**config.mk**
```make
export PLATFORM = sky130hd
export DESIGN_NAME = dff_pipe_flat
export DESIGN_NICKNAME = d
export VERILOG_FILES = /design/src/rtl/dff_pipe_if.sv /design/src/rtl/dff_pipe.sv /design/src/flat_wrapper.sv
export SDC_FILE = /design/constraint.sdc
export NUM_CORES = 1
export LEC_CHECK = 0
export ABC_AREA = 1
export CAP_MARGIN = 20
export CORE_UTILIZATION = 35
export CTS_CLUSTER_DIAMETER = 150
export DETAILED_ROUTE_END_ITERATION = 7
export SLEW_MARGIN = 25
export SYNTH_ARGS = -nofsm -noshare
export SYNTH_HDL_FRONTEND = slang
export SYNTH_SLANG_ARGS = --single-unit
```
**constraint.sdc**
```tcl
create_clock -name clk -period 8.55 [get_ports clk]
set_clock_uncertainty 0.2 [all_clocks]
set_input_delay 1.71 -clock clk [delete_from_list [all_inputs] [get_ports clk]]
set_output_delay 1.71 -clock clk [all_outputs]
set_load 0.02 [all_outputs]
```
**src/rtl/dff_pipe_if.sv**
```systemverilog
// Handshake/data bundle for dff_pipe: the producer side drives advance, flush and
// the qualified input word; the pipe returns its last stage and the occupancy count.
interface dff_pipe_if #(
  parameter int WIDTH = 8,
  parameter int DEPTH = 4
);
  localparam int CW = $clog2(DEPTH + 1);

  logic             en;
  logic             flush;
  logic             in_valid;
  logic [WIDTH-1:0] d;
  logic [WIDTH-1:0] q;
  logic             q_valid;
  logic [CW-1:0]    count;

  modport master (output en, flush, in_valid, d, input  q, q_valid, count);
  modport slave  (input  en, flush, in_valid, d, output q, q_valid, count);
endinterface

```
**src/rtl/dff_pipe.sv**
```systemverilog
// WIDTH x DEPTH registered delay line with per-stage valid, advance enable, flush and
// occupancy count. Define DFF_PIPE_DATA_RST_EN to give the data stages reset/flush to RESET_VAL.
module dff_pipe_stage #(
  parameter int               WIDTH     = 8,
  parameter logic [WIDTH-1:0] RESET_VAL = '0
) (
  input  logic             clk,
  input  logic             rst,
  input  logic             flush,
  input  logic             en,
  input  logic [WIDTH-1:0] d,
  output logic [WIDTH-1:0] q
);
`ifdef DFF_PIPE_DATA_RST_EN
  always_ff @(posedge clk) begin
    if (rst || flush) q <= RESET_VAL;
    else if (en)      q <= d;
  end
`else
  // enable-only flop: rst/flush merely suppress the shift so priority still holds
  always_ff @(posedge clk) begin
    if (en && !rst && !flush) q <= d;
  end
`endif
endmodule

module dff_pipe #(
  parameter int               WIDTH     = 8,
  parameter int               DEPTH     = 4,
  parameter logic [WIDTH-1:0] RESET_VAL = '0,
  localparam int              CW        = $clog2(DEPTH + 1)
) (
  input logic         clk,
  input logic         rst,
  dff_pipe_if.slave   bus
);
  logic [DEPTH-1:0][WIDTH-1:0] data;
  logic [DEPTH-1:0]            vld_pipe;
  logic [CW-1:0]               cnt;
  logic [CW:0]                 cnt_nxt;

  for (genvar i = 0; i < DEPTH; i++) begin : g_stg
    logic [WIDTH-1:0] stg_d;
    if (i == 0) begin : g_head
      assign stg_d = bus.d;
    end else begin : g_body
      assign stg_d = data[i-1];
    end
    dff_pipe_stage #(.WIDTH(WIDTH), .RESET_VAL(RESET_VAL)) u_stg (
      .clk   (clk),
      .rst   (rst),
      .flush (bus.flush),
      .en    (bus.en),
      .d     (stg_d),
      .q     (data[i])
    );
  end

  // one extra bit so an accounting slip shows up as a carry/borrow instead of wrapping
  always_comb begin
    cnt_nxt = {1'b0, cnt}
            + (CW+1)'(bus.en & bus.in_valid)
            - (CW+1)'(bus.en & vld_pipe[DEPTH-1]);
  end

  always_ff @(posedge clk) begin
    if (rst || bus.flush) begin
      vld_pipe <= '0;
      cnt      <= '0;
    end else if (bus.en) begin
      vld_pipe[0] <= bus.in_valid;
      for (int i = 1; i < DEPTH; i++) vld_pipe[i] <= vld_pipe[i-1];
      cnt <= cnt_nxt[CW-1:0];
    end
  end

  assign bus.q       = data[DEPTH-1];
  assign bus.q_valid = vld_pipe[DEPTH-1];
  assign bus.count   = cnt;

  a_cnt_range: assert property (@(posedge clk) disable iff (rst) !cnt_nxt[CW]);
  a_cnt_pop:   assert property (@(posedge clk) disable iff (rst) $countones(vld_pipe) == 32'(cnt));
endmodule

```
**src/flat_wrapper.sv**
```systemverilog
// flat-port wrapper written by rule: the top's interface ports become plain ports
module dff_pipe_flat 
#(
  parameter int               WIDTH     = 8,
  parameter int               DEPTH     = 4,
  parameter logic [WIDTH-1:0] RESET_VAL = '0,
  localparam int              CW        = $clog2(DEPTH + 1)
)
  (clk, rst, bus_en, bus_flush, bus_in_valid, bus_d, bus_q, bus_q_valid, bus_count);
  dff_pipe_if #(.WIDTH(WIDTH), .DEPTH(DEPTH)) bus_i ();
  input logic clk;
  input logic rst;
  input wire logic [$bits(bus_i.en)-1:0] bus_en;
  input wire logic [$bits(bus_i.flush)-1:0] bus_flush;
  input wire logic [$bits(bus_i.in_valid)-1:0] bus_in_valid;
  input wire logic [$bits(bus_i.d)-1:0] bus_d;
  output wire logic [$bits(bus_i.q)-1:0] bus_q;
  output wire logic [$bits(bus_i.q_valid)-1:0] bus_q_valid;
  output wire logic [$bits(bus_i.count)-1:0] bus_count;
  assign bus_i.en = bus_en;
  assign bus_i.flush = bus_flush;
  assign bus_i.in_valid = bus_in_valid;
  assign bus_i.d = bus_d;
  assign bus_q = bus_i.q;
  assign bus_q_valid = bus_i.q_valid;
  assign bus_count = bus_i.count;
  dff_pipe #(.WIDTH(WIDTH), .DEPTH(DEPTH), .RESET_VAL(RESET_VAL)) u_core (.clk(clk), .rst(rst), .bus(bus_i));
endmodule
```
Word-level counts from Yosys, hierarchy flattened
Index checks and enable logic that the tools add are counted.
{"block": "classes", "add_sub_neg": 2, "bitwise_logic": 2, "reduce_logical": 5}
{"cell": "adder 3 bit", "count": 1}
{"cell": "subtractor 3 bit", "count": 1}
{"cell": "AND 1 bit", "count": 2}
{"cell": "logical AND 1 bit", "count": 2}
{"cell": "logical NOT 1 bit", "count": 2}
{"cell": "logical OR 1 bit", "count": 1}
{"block": "word_totals", "regBits": 39, "output_inout_bits": 12, "elab_cells": 15}

Longest topological paths before layout
{"block": "logic_depth", "word_depth": 3, "mapped_depth": 13, "depth_no_buf": 12}

Cells and area by module
Synthesis repeated with hierarchy kept, for this count alone.
{"block": "hier_totals", "cells_unflattened": 90, "area_unflattened_um2": 1357.6}
{"mod": "dff_pipe_stage", "n_inst": 4, "cells_per_inst": 11, "area_per_inst_um2": 254.0, "seq_area_each_um2": 240.2}
{"mod": "dff_pipe", "n_inst": 1, "cells_per_inst": 46, "area_per_inst_um2": 341.6, "seq_area_each_um2": 140.1}

Worst setup path after synthesis
OpenSTA, ideal clock, no wires.
{"block": "synth_timing", "path_kind": "input to register", "start": "input bus_flush", "end": "register u_core.g_stg[0].u_stg.q[0] (enable)", "setup_ns": 0.421, "arrival_ns": 3.299, "required_time_ns": 7.929, "setup_slack_ns": 4.630, "path_stages": 3, "path_buffers": 0, "path_cell_list": "nor2_2 -> inv_1 -> nor2_1"}
{"block": "synth_via", "elab_chain_cells": 2}
{"item": "start, declared", "line": "flat_wrapper.sv:14", "rtl": "input wire logic [$bits(bus_i.flush)-1:0] bus_flush;"}
{"item": "logical NOT 1 bit", "line": "dff_pipe.sv:22", "rtl": "if (en && !rst && !flush) q <= d;"}
{"item": "logical AND 1 bit", "line": "dff_pipe.sv:22"}
{"item": "end signal, assigned", "line": "dff_pipe.sv:22"}
{"item": "end, declared", "line": "dff_pipe.sv:12", "rtl": "output logic [WIDTH-1:0] q"}
No other way between the ends.
A chain may end at the register's enable or synchronous reset.

Worst setup path after layout
{"block": "layout_timing", "start": "input bus_en", "end": "register u_core.cnt[2] (netlist: u_core.bus.count[2])"}
{"block": "layout_via", "elab_chain_cells": 3, "elab_cells_between_ends": 4, "classes_between": "add/sub (2); bitwise (2)"}
{"item": "start, declared", "line": "flat_wrapper.sv:13", "rtl": "input wire logic [$bits(bus_i.en)-1:0] bus_en;"}
{"item": "AND 1 bit", "line": "dff_pipe.sv:62", "rtl": "+ (CW+1)'(bus.en & bus.in_valid)"}
{"item": "adder 3 bit", "line": "dff_pipe.sv:62"}
{"item": "subtractor 3 bit", "line": "dff_pipe.sv:63", "rtl": "- (CW+1)'(bus.en & vld_pipe[DEPTH-1]);"}
{"item": "end signal, assigned", "line": "dff_pipe.sv:73", "rtl": "cnt <= cnt_nxt[CW-1:0];"}
{"item": "end, declared", "line": "dff_pipe.sv:39", "rtl": "logic [CW-1:0] cnt;"}
Several ways; a longest one is shown, not always the timed one.

==> metrics.txt <==
# TYPE chip_impl_metric gauge
chip_impl_metric{name="timing.slew.headroom",unit="%"} 74.8
chip_impl_info{name="startpoint_type",value="input port"} 1
chip_impl_metric{name="timing.final.crit_share",unit="%"} 44.1
chip_impl_metric{name="antennaDiodeCount",unit=""} 0
chip_impl_metric{name="drc_errors",unit=""} 0
chip_impl_metric{name="synth_nets",unit=""} 96
chip_impl_metric{name="worst_slew_pin_slew",unit="ns"} 0.378
chip_impl_metric{name="via_count_of_the_first_global_routing_pass",unit=""} 606
chip_impl_metric{name="grt.overflow.total",unit=""} 0
chip_impl_metric{name="power_density",unit="mW/mm^2"} 201
chip_impl_metric{name="clkLatencyLatePin",unit="ns"} 0.28
chip_impl_metric{name="max-vdd-ir-drop",unit="V"} 0.000113
chip_impl_metric{name="worst-path-max-fanout",unit=""} 10
chip_impl_metric{name="synth_edf_count",unit=""} 32
chip_impl_metric{name="post_cts_buffers",unit=""} 0
chip_impl_info{name="cts_tree",value="built"} 1
chip_impl_metric{name="fp.dieW",unit="um"} 63.2
chip_impl_metric{name="netlist-cell-type-count",unit=""} 14
chip_impl_metric{name="netlist_area",unit="mm^2"} 0.00131
chip_impl_metric{name="clock_sink_count",unit=""} 39
chip_impl_metric{name="place_inst",unit=""} 150
chip_impl_metric{name="min_period",unit="ns"} 3.77
chip_impl_metric{name="synth_seq_area_share",unit="%"} 84.0
chip_impl_metric{name="start_util",unit="%"} 37.8
chip_impl_metric{name="cts_hold_buf",unit=""} 0
chip_impl_metric{name="clock_tree.htree_level_count",unit=""} 2
chip_impl_metric{name="hpwl",unit="um"} 1120
chip_impl_info{name="critPathKind",value="in -> reg"} 1
chip_impl_metric{name="final_hold_viol_count",unit=""} 0
chip_impl_info{name="hold_path.class",value="reg -> reg"} 1
chip_impl_metric{name="cp_required",unit="ns"} 8.57
chip_impl_metric{name="initialDrtViolationCount",unit=""} 14
chip_impl_metric{name="stdcell_count",unit=""} 158
chip_impl_metric{name="synth_cells",unit=""} 80
chip_impl_metric{name="gp_routability_congestion",unit=""} 0.600
chip_impl_metric{name="route.detailed.wl_per_inst",unit="um"} 10.5
chip_impl_metric{name="drtAntennaViolNets",unit=""} 0
chip_impl_info{name="root_buffer",value="clkbuf_8"} 1
chip_impl_metric{name="grt_max_degree",unit=""} 33
chip_impl_metric{name="placed_cell_area",unit="mm^2"} 0.00161
chip_impl_metric{name="cts-resized-gates",unit=""} 0
chip_impl_metric{name="drv.max_cap_violation_count",unit=""} 0
chip_impl_metric{name="finish.instance_area",unit="mm^2"} 0.00169
chip_impl_metric{name="cts_inserted_buffers",unit=""} 5
chip_impl_metric{name="setup_viol",unit=""} 0
chip_impl_metric{name="area.growth.synth_to_final",unit="%"} 28.7
chip_impl_metric{name="dieArea",unit="mm^2"} 0.00400
chip_impl_metric{name="worstPathArrival",unit="ns"} 3.79
chip_impl_metric{name="cts-root-to-sink-buffers",unit=""} 2
chip_impl_metric{name="number_of_antenna_violations_at_the_first_check_in_global_routing",unit=""} 0
chip_impl_metric{name="grt_first_pass_wirelength",unit="um"} 2650
chip_impl_metric{name="fill_cells",unit=""} 315
chip_impl_metric{name="die_height",unit="um"} 63.2
chip_impl_metric{name="globalRouteTotalUtil",unit="%"} 9.35
chip_impl_metric{name="drt-pass1-iter-count",unit=""} 5
chip_impl_metric{name="maximum_clock_rate",unit="MHz"} 265
chip_impl_metric{name="drv_slew",unit=""} 0
chip_impl_metric{name="power_leakage",unit="nW"} 0.584
chip_impl_metric{name="synth_seq_cells",unit=""} 39
chip_impl_info{name="result_of_the_run",value="finished, final reports clean"} 1
chip_impl_metric{name="cts.reportedPaths.clkPinSlew",unit="ns"} 0.07
chip_impl_metric{name="total_of_warnings_raised_by_yosys",unit=""} 0
chip_impl_info{name="most_used_dff_post_synth",value="edfxtp_1"} 1
chip_impl_metric{name="setup-tns-final",unit="ns"} 0
chip_impl_info{name="critPathCaptureType",value="register"} 1
chip_impl_metric{name="async_set_or_reset_flop_fraction_in_the_synthesized_netlist",unit="%"} 0
chip_impl_metric{name="floorplan.core_area",unit="mm^2"} 0.00347
chip_impl_metric{name="rows",unit=""} 21
chip_impl_metric{name="io_pins",unit=""} 25
chip_impl_metric{name="drive_above_1_share",unit="%"} 8.04
chip_impl_metric{name="finish.net_count",unit=""} 127
chip_impl_metric{name="postSynthAreaPerCell",unit="um^2"} 16.4
chip_impl_metric{name="route.vias.total",unit=""} 641
chip_impl_metric{name="power",unit="W"} 0.000338
chip_impl_info{name="grt_setup_unrepaired",value="no"} 1
chip_impl_metric{name="portBuffers",unit=""} 24
chip_impl_metric{name="routed_via_density",unit=""} 4.06
chip_impl_metric{name="wl",unit="um"} 1650
==> critical path, cell delays in order <==
cell and delay [ns]:
clkdlybuf4s50_1 0.66, nand2_1 0.08, inv_1 0.06, ha_1 0.21, inv_1 0.06, ha_1 0.13
inv_1 0.05, fa_1 0.40, nand2_1 0.11, nand2_1 0.06, nor2_1 0.10, nor2_1 0.05
nor2_1 0.10
==> state kept, by name, summed over array words and instances (netlist names) <==
register and count:
u_core.g_stg.u_stg.q 32, u_core.vld_pipe 4, u_core.bus.count 3
==> logic make-up (layout without fill, tap and decap cells) <==
group,Yosys count,count (layout),synth area share (%)
AOI/OAI and AO/OA,8,8,3.05
adders and majority gates,3,3,3.43
buffers and inverters,10,42,3.43
DFF,39,39,84.0
and+or+nand+nor,20,20,6.11
==> area by class of cell <==
class / instances / area, um^2 / share of cell area, %
flip-flops and latches: 39 / 1100 / 65.2
repair buffers: 25 / 248 / 14.7
multi-input cells: 31 / 168 / 9.93
clock buffers: 8 / 80.1 / 4.74
well taps: 46 / 57.6 / 3.41
inverters: 9 / 33.8 / 2.00
==> path summary, 6_finish.rpt <==
| kind | from | end | slack, ns | depth (start not counted) |
|---|---|---|---|---|
| min | u_core.g_stg[1].u_stg.q[7]$_DFFE_PP_ | u_core.g_stg[2].u_stg.q[7]$_DFFE_PP_ | 0.22 | 0 |
| max reg2reg | u_core.vld_pipe[3]$_SDFFE_PP0P_ | u_core.bus.count[2]$_SDFFE_PP0P_ | 6.55 | 12 |
| max | bus_en | u_core.bus.count[2]$_SDFFE_PP0P_ | 4.78 | 13 |
| min reg2reg | u_core.g_stg[1].u_stg.q[7]$_DFFE_PP_ | u_core.g_stg[2].u_stg.q[7]$_DFFE_PP_ | 0.22 | 0 |
==> per-layer routing <==
metal	global-route usage (%)	part of all wire, %	vias to the layer above
met5	0	0	-
met4	6.82	2.5	0
met2	13.7	47	16
met3	4.35	5.7	5
li1	-	-	336
met1	10.6	44	284
==> placed cells by master (no fill, tap or decap) <==
cell type,netlist,layout
edfxtp_1,32,32
clkdlybuf4s50_1,0,24
nand2_1,13,13
inv_1,8,8
dfxtp_1,7,7
a21oi_1,6,6
clkbuf_8,0,5
nor2_1,5,4
clkbuf_1,0,3
nor2_2,1,2
ha_1,2,2
inv_2,1,1
nand4_1,1,1
o21ai_0,1,1
o21ai_1,1,1
fa_1,1,1
buf_4,0,1
==> Yosys cell counts (2+ instances only) <==
cell      instances  share of area (%)
a21oi_1           6                2.3
dfxtp_1           7                 11
edfxtp_1         32                 73
ha_1              2                1.9
inv_1             8                2.3
nand2_1          13                3.7
nor2_1            5                1.4
==> metrics by stage <==
stage / utilization [%] / worst slack [ns] / hold WS [ns]
2_1_floorplan: - / 4.63 / 0.200
3_3_place_gp: 46.4 / 4.60 / 0.200
3_5_place_dp: 46.4 / 4.49 / 0.205
4_1_cts: 48.7 / 4.79 / 0.221
5_1_grt: 48.7 / 4.61 / 0.228
6_report: 48.7 / 4.78 / 0.220
==> where the power goes <==
group          internal [W]  leakage [nW]  switching, W
combinational    0.00000801         0.194    0.00000760
clock             0.0000578        0.0395     0.0000547
sequential         0.000209         0.351    0.00000133
total              0.000275         0.584     0.0000636
(Power assumes the default switching activity.)
